**src/rtl/ram_arbiter_if.sv**
```systemverilog
// Requester-side memory port: request/payload from the requester, grant and
// read response back from the arbiter.
interface ram_arbiter_if #(
   parameter int unsigned ADDR_WIDTH = 32,
   parameter int unsigned DATA_WIDTH = 32,
   parameter int unsigned SEL_WIDTH  = 4
);
   logic                  req;
   logic [SEL_WIDTH-1:0]  write_en;
   logic [ADDR_WIDTH-1:0] addr;
   logic [DATA_WIDTH-1:0] write_data;
   logic                  gnt;
   logic                  rvalid;
   logic [DATA_WIDTH-1:0] rdata;

   modport master (
      output req, write_en, addr, write_data,
      input  gnt, rvalid, rdata
   );

   modport slave (
      input  req, write_en, addr, write_data,
      output gnt, rvalid, rdata
   );
endinterface

```
**src/rtl/ram_arbiter.sv**
```systemverilog
// Two-port arbiter in front of a single-port synchronous-read RAM.
// Optional RAM_ARBITER_ROUND_ROBIN_EN: alternate grants when both ports request.
module ram_arbiter #(
   parameter int unsigned ADDR_WIDTH   = 32,
   parameter int unsigned DATA_WIDTH   = 32,
   parameter int unsigned SEL_WIDTH    = 4,
   parameter int unsigned STARVE_LIMIT = 4
) (
   input  logic                  clk,
   input  logic                  rst,
   ram_arbiter_if.slave          m0,
   ram_arbiter_if.slave          m1,
   output logic                  ram_en,
   output logic [SEL_WIDTH-1:0]  ram_write_en,
   output logic [ADDR_WIDTH-1:0] ram_addr,
   output logic [DATA_WIDTH-1:0] ram_write_data,
   input  logic [DATA_WIDTH-1:0] ram_read_data
);

   localparam int unsigned CNT_WIDTH = 4;
   localparam logic [CNT_WIDTH-1:0] CNT_MAX    = '1;
   localparam logic [CNT_WIDTH-1:0] STARVE_LIM = CNT_WIDTH'(STARVE_LIMIT);

   logic [CNT_WIDTH-1:0] starve_cnt;
   logic                 resp_valid;
   logic                 resp_owner;
   logic                 gnt0;
   logic                 gnt1;
   logic                 force1;
`ifdef RAM_ARBITER_ROUND_ROBIN_EN
   logic                 last_gnt;
`endif

   // Grant selection; nothing is granted while reset is held
   always_comb begin
      gnt0   = 1'b0;
      gnt1   = 1'b0;
      force1 = m1.req && (starve_cnt >= STARVE_LIM);
      if (rst) begin
         if (force1) begin
            gnt1 = 1'b1;
         end else if (m0.req && m1.req) begin
`ifdef RAM_ARBITER_ROUND_ROBIN_EN
            gnt0 = last_gnt;
            gnt1 = !last_gnt;
`else
            gnt0 = 1'b1;
`endif
         end else if (m0.req) begin
            gnt0 = 1'b1;
         end else if (m1.req) begin
            gnt1 = 1'b1;
         end
      end
   end

   // RAM request mux from the granted port
   always_comb begin
      ram_en         = 1'b0;
      ram_write_en   = '0;
      ram_addr       = '0;
      ram_write_data = '0;
      if (gnt0) begin
         ram_en         = 1'b1;
         ram_write_en   = m0.write_en;
         ram_addr       = m0.addr;
         ram_write_data = m0.write_data;
      end else if (gnt1) begin
         ram_en         = 1'b1;
         ram_write_en   = m1.write_en;
         ram_addr       = m1.addr;
         ram_write_data = m1.write_data;
      end
   end

   // Response tracking and fetch starvation counter
   always_ff @(posedge clk or negedge rst) begin
      if (!rst) begin
         resp_valid <= 1'b0;
         resp_owner <= 1'b0;
         starve_cnt <= '0;
`ifdef RAM_ARBITER_ROUND_ROBIN_EN
         last_gnt   <= 1'b0;
`endif
      end else begin
         resp_valid <= gnt0 || gnt1;
         resp_owner <= gnt1;
         if (!m1.req || gnt1) begin
            starve_cnt <= '0;
         end else if (starve_cnt != CNT_MAX) begin
            starve_cnt <= starve_cnt + CNT_WIDTH'(1);
         end
`ifdef RAM_ARBITER_ROUND_ROBIN_EN
         if (gnt0 || gnt1) begin
            last_gnt <= gnt1;
         end
`endif
      end
   end

   assign m0.gnt    = gnt0;
   assign m1.gnt    = gnt1;
   assign m0.rvalid = resp_valid && !resp_owner;
   assign m1.rvalid = resp_valid && resp_owner;
   assign m0.rdata  = (resp_valid && !resp_owner) ? ram_read_data : '0;
   assign m1.rdata  = (resp_valid && resp_owner) ? ram_read_data : '0;

endmodule

```
**src/flat_wrapper.sv**
```systemverilog
// flat-port wrapper written by rule: the top's interface ports become plain ports
module ram_arbiter_flat 
#(
   parameter int unsigned ADDR_WIDTH   = 32,
   parameter int unsigned DATA_WIDTH   = 32,
   parameter int unsigned SEL_WIDTH    = 4,
   parameter int unsigned STARVE_LIMIT = 4
)
  (clk, rst, ram_en, ram_write_en, ram_addr, ram_write_data, ram_read_data, m0_req, m0_write_en, m0_addr, m0_write_data, m0_gnt, m0_rvalid, m0_rdata, m1_req, m1_write_en, m1_addr, m1_write_data, m1_gnt, m1_rvalid, m1_rdata);
  ram_arbiter_if #(.ADDR_WIDTH(ADDR_WIDTH), .DATA_WIDTH(DATA_WIDTH), .SEL_WIDTH(SEL_WIDTH)) m0_i ();
  ram_arbiter_if #(.ADDR_WIDTH(ADDR_WIDTH), .DATA_WIDTH(DATA_WIDTH), .SEL_WIDTH(SEL_WIDTH)) m1_i ();
  input  logic clk;
  input  logic rst;
  output logic ram_en;
  output logic [SEL_WIDTH-1:0] ram_write_en;
  output logic [ADDR_WIDTH-1:0] ram_addr;
  output logic [DATA_WIDTH-1:0] ram_write_data;
  input  logic [DATA_WIDTH-1:0] ram_read_data;
  input wire logic [$bits(m0_i.req)-1:0] m0_req;
  input wire logic [$bits(m0_i.write_en)-1:0] m0_write_en;
  input wire logic [$bits(m0_i.addr)-1:0] m0_addr;
  input wire logic [$bits(m0_i.write_data)-1:0] m0_write_data;
  output wire logic [$bits(m0_i.gnt)-1:0] m0_gnt;
  output wire logic [$bits(m0_i.rvalid)-1:0] m0_rvalid;
  output wire logic [$bits(m0_i.rdata)-1:0] m0_rdata;
  input wire logic [$bits(m1_i.req)-1:0] m1_req;
  input wire logic [$bits(m1_i.write_en)-1:0] m1_write_en;
  input wire logic [$bits(m1_i.addr)-1:0] m1_addr;
  input wire logic [$bits(m1_i.write_data)-1:0] m1_write_data;
  output wire logic [$bits(m1_i.gnt)-1:0] m1_gnt;
  output wire logic [$bits(m1_i.rvalid)-1:0] m1_rvalid;
  output wire logic [$bits(m1_i.rdata)-1:0] m1_rdata;
  assign m0_i.req = m0_req;
  assign m0_i.write_en = m0_write_en;
  assign m0_i.addr = m0_addr;
  assign m0_i.write_data = m0_write_data;
  assign m0_gnt = m0_i.gnt;
  assign m0_rvalid = m0_i.rvalid;
  assign m0_rdata = m0_i.rdata;
  assign m1_i.req = m1_req;
  assign m1_i.write_en = m1_write_en;
  assign m1_i.addr = m1_addr;
  assign m1_i.write_data = m1_write_data;
  assign m1_gnt = m1_i.gnt;
  assign m1_rvalid = m1_i.rvalid;
  assign m1_rdata = m1_i.rdata;
  ram_arbiter #(.ADDR_WIDTH(ADDR_WIDTH), .DATA_WIDTH(DATA_WIDTH), .SEL_WIDTH(SEL_WIDTH), .STARVE_LIMIT(STARVE_LIMIT)) u_core (.clk(clk), .rst(rst), .m0(m0_i), .m1(m1_i), .ram_en(ram_en), .ram_write_en(ram_write_en), .ram_addr(ram_addr), .ram_write_data(ram_write_data), .ram_read_data(ram_read_data));
endmodule
```
**config.mk**
```make
export PLATFORM = sky130hd
export DESIGN_NAME = ram_arbiter_flat
export DESIGN_NICKNAME = d
export VERILOG_FILES = /design/src/rtl/ram_arbiter_if.sv /design/src/rtl/ram_arbiter.sv /design/src/flat_wrapper.sv
export SDC_FILE = /design/constraint.sdc
export NUM_CORES = 1
export LEC_CHECK = 0
export CELL_PAD_IN_SITES_DETAIL_PLACEMENT = 1
export CELL_PAD_IN_SITES_GLOBAL_PLACEMENT = 1
export CORE_MARGIN = 3
export CORE_UTILIZATION = 11
export CTS_CLUSTER_SIZE = 40
export DETAILED_ROUTE_END_ITERATION = 16
export GPL_TIMING_DRIVEN = 0
export PLACE_DENSITY_LB_ADDON = 0.1
export SETUP_SLACK_MARGIN = 0.2
export SYNTH_ARGS = -nofsm -noshare
export SYNTH_HDL_FRONTEND = slang
export SYNTH_SLANG_ARGS = --single-unit
```
**constraint.sdc**
```tcl
create_clock -name clk -period 3.55 [get_ports clk]
set_input_delay 0.71 -clock clk [delete_from_list [all_inputs] [get_ports clk]]
set_output_delay 0.71 -clock clk [all_outputs]
set_load 0.02 [all_outputs]
```
==> impl_metrics.csv, run 1 <==
group,metric,value,unit
cells_and_area,fin_area,4920,um2
cts,clk_latency,230,ps
cells_and_area,nets,671,
drt,vias,2785,
cells_and_area,regArea,150,um2
cells_and_area,fillers,1499,
die,io_pins,309,
power_and_ir_drop,power_density,170,nW/um2
setup_path,reg2reg_from,"u_core.starve_cnt[2]",
setup_path,cp-start-kind,"input pin",
sta,maxSlewHeadroom,77.2,%
synthesis,synth_edf_count,0,
sta,period_share,93.4,%
global_route,grt_pass1_wl,17600,um
die,die_w,121,um
setup_path,cpPeakStageDelay,610,ps
cells_and_area,multi_input_area,1140,um2
global_route,gr-usage-all-layers,15.4,%
global_route,antenna_found_initial,0,
cts,cts_root_buf,"clkbuf_16",
synthesis,synth_cell_type_count,22,
synthesis,syn_area,1450,um2
setup_path,path_cells,"clkdlybuf4s50_1 > o211a_1 > buf_2 > clkbuf_4 > a22o_1 > clkdlybuf4s50_1",
setup_path,end_kind,"output port",
sta,rsz0062_at_grt,"yes",
setup_path,path_buf_inv,4,
place,hpwlAfterDp,11000,um
sta,layout_min_cycle_time,3320,ps
setup_path,rrSetupSlack,2040,ps
drt,drtIter0Drc,69,
cts,cts_buffer_depth,2,
cells_and_area,final_cells,668,
setup_path,critPathSlowestCell,"clkdlybuf4s50_1",
synthesis,syn_nets,357,
cts,cts_tree,"done",
setup_path,crit_arrival,2610,ps
synthesis,ys_seq_elements,6,
place,dp_cells,664,
global_route,first_global_vias,3035,
setup_path,cp_top_family,"buffers and inverters",
drt,wirelength,12100,um
cells_and_area,layout_commonest_cell,"clkdlybuf4s50_1",
die,start_util,11.4,%
synthesis,yosysTopAreaCellShare,41.0,%
sta,slew_violations,0,
setup_path,path_class,"in2out",
die,fp-row-count,41,
cells_and_area,most-common-layout-cells,"clkdlybuf4s50_1 (239), a22o_1 (68), dlymetal6s2s_1 (39)",
synthesis,avgSynthCellArea,7.89,um2
setup_path,path_depth,6,
synthesis,yosys.area.top_type,"a22o_1",
setup_path,path_max_fanout,10,
drt,wl_per_cell,18.2,um
place,gp_congestion,0.706,
cts,cts.sinks,6,
setup_path,rr_worst_depth,5,
drt,dr.pass1.iters,4,
synthesis,synth_ff_type,"dfrtp_1",
synthesis,synth_cells,184,
job,maxCapViolations,0,
die,die_height,121,um
cells_and_area,syn_to_final_growth,239,%
sta,tightest_slew,333,ps
sta,skew,1.56,ps
die,die_area,14600,um2
global_route,globalRouteOverflowTotal,0,
cts,htreeDepth,1,
place,dp_slack,-392,ps
drt,drc_errors,0,
cts,clkTransAtPathRegs,30,ps
hold_path,holdCritPathClass,"in2async",
synthesis,synth_async_sr_flop_share,100,%
sta,max_freq,302,MHz
power_and_ir_drop,total_power,0.835,mW
drt,viasPerCell,4.17,
die,core,12800,um2
global_route,grt_max_degree,12,
power_and_ir_drop,ir_drop,0.0000966,V
synthesis,yosysWarningCount,0,
sta,finalHoldViolCount,0,
synthesis,synth.area.top_cells,"a22o_1 (41%), and2_1 (14%), and3_1 (14%), dfrtp_1 (10%), buf_6 (5.4%)",
sta,setup_violations,0,
setup_path,timing.rr.end,"u_core.resp_valid",
sta,tns,0,ps
cells_and_area,antenna_cells,0,
power_and_ir_drop,p_leak,2.68,nW
place,post_dp_cell_area,4750,um2
drt,antenna_left,0,
place,portBuffers,308,
cells_and_area,drive_gt1_share,4.64,%
cts,numCtsBuffers,3,
sta,final.setup.worst_slack,234,ps
outcome,status,"completed",
setup_path,crit_top_cell,"clkdlybuf4s50_1",
synthesis,yosysSeqAreaShare,10.3,%
setup_path,critical_path_required,2840,ps
-- sequential cells by signal (all words and copies together) (netlist names) --
| signal | count |
|---|---|
| u_core.resp_owner | 1 |
| u_core.resp_valid | 1 |
| u_core.starve_cnt | 4 |
-- metal layers --
layer	track usage, %	routed length [um]	vias up
met3	4.29	1090	4
met1	14.7	3990	1295
li1	-	-	1340
met2	32.4	6980	146
met5	0	0	-
met4	2.05	71	0
-- power by group --
| group | switching (mW) | internal, mW |
|---|---|---|
| logic | 0.239 | 0.339 |
| clock network | 0.0362 | 0.144 |
| registers | 0.00442 | 0.0723 |
-- Yosys cell counts, drive strengths merged, types with 2 or more instances --
| cell | count |
|---|---|
| a22o | 68 |
| and2 | 33 |
| and3 | 33 |
| buf | 15 |
| clkbuf | 9 |
| dfrtp | 6 |
| inv | 3 |
| nor3 | 3 |
| nand3 | 2 |
| nor2 | 2 |
-- layout make-up --
| type | count | area share (%) |
|---|---|---|
| plain buffers | 24 | 3.46 |
| clock buffers | 3 | 1.52 |
| inverters | 3 | 0.229 |
| multi-input cells | 151 | 23.1 |
| flip-flops and latches | 6 | 3.05 |
| well taps | 172 | 4.37 |
| repair buffers | 309 | 64.3 |
-- stage by stage --
| step | hold slack, ps | util, % |
|---|---|---|
| 2_1_floorplan | 414 | - |
| 5_1_grt | 485 | 38.5 |
| 6_report | 460 | 38.5 |
| 4_1_cts | 504 | 37.7 |
| 3_3_place_gp | 579 | 37.2 |
| 3_5_place_dp | 576 | 37.2 |
-- what timing repair did --
item	4_1_cts	5_1_grt
hold endpoints to repair	0	0
hold buffers	0	0
pin swaps	1	0
setup endpoints to repair	71	40
setup buffers	1	0
resized for setup	33	45
-- how the worst max path moves through the flow --
stage / from / end
after floorplan: m1_req / ram_write_data[22]
after CTS: m1_req / ram_addr[9]
final: m0_req / ram_addr[2]
after global placement: rst / ram_write_data[23]
after global routing: m0_req / ram_addr[2]
after detailed placement: rst / ram_write_data[27]
-- cell families after synthesis --
logic type               Yosys count  share of synthesized area, %
flip-flops                         6                          10.3
adder cells (fa/ha/maj)            1                         0.862
AND/OR/NAND/NOR                   76                          32.2
buffers and inverters             27                          11.3
XOR/XNOR                           1                         0.604
AO/OA/AOI/OAI                     72                          44.1
multiplexers                       1                         0.690
Note: power is estimated with default switching activity, not from simulation.
==> run 2: changes to the inputs <==
--- a/config.mk
+++ b/config.mk
@@ -5,6 +5,7 @@
 export SDC_FILE = /design/constraint.sdc
 export NUM_CORES = 1
 export LEC_CHECK = 0
+export CAP_MARGIN = 20
 export CELL_PAD_IN_SITES_DETAIL_PLACEMENT = 1
 export CELL_PAD_IN_SITES_GLOBAL_PLACEMENT = 1
 export CORE_MARGIN = 3
==> results of run 2 <==
No change in the layout: final DEF, timing and power equal those of run 1.
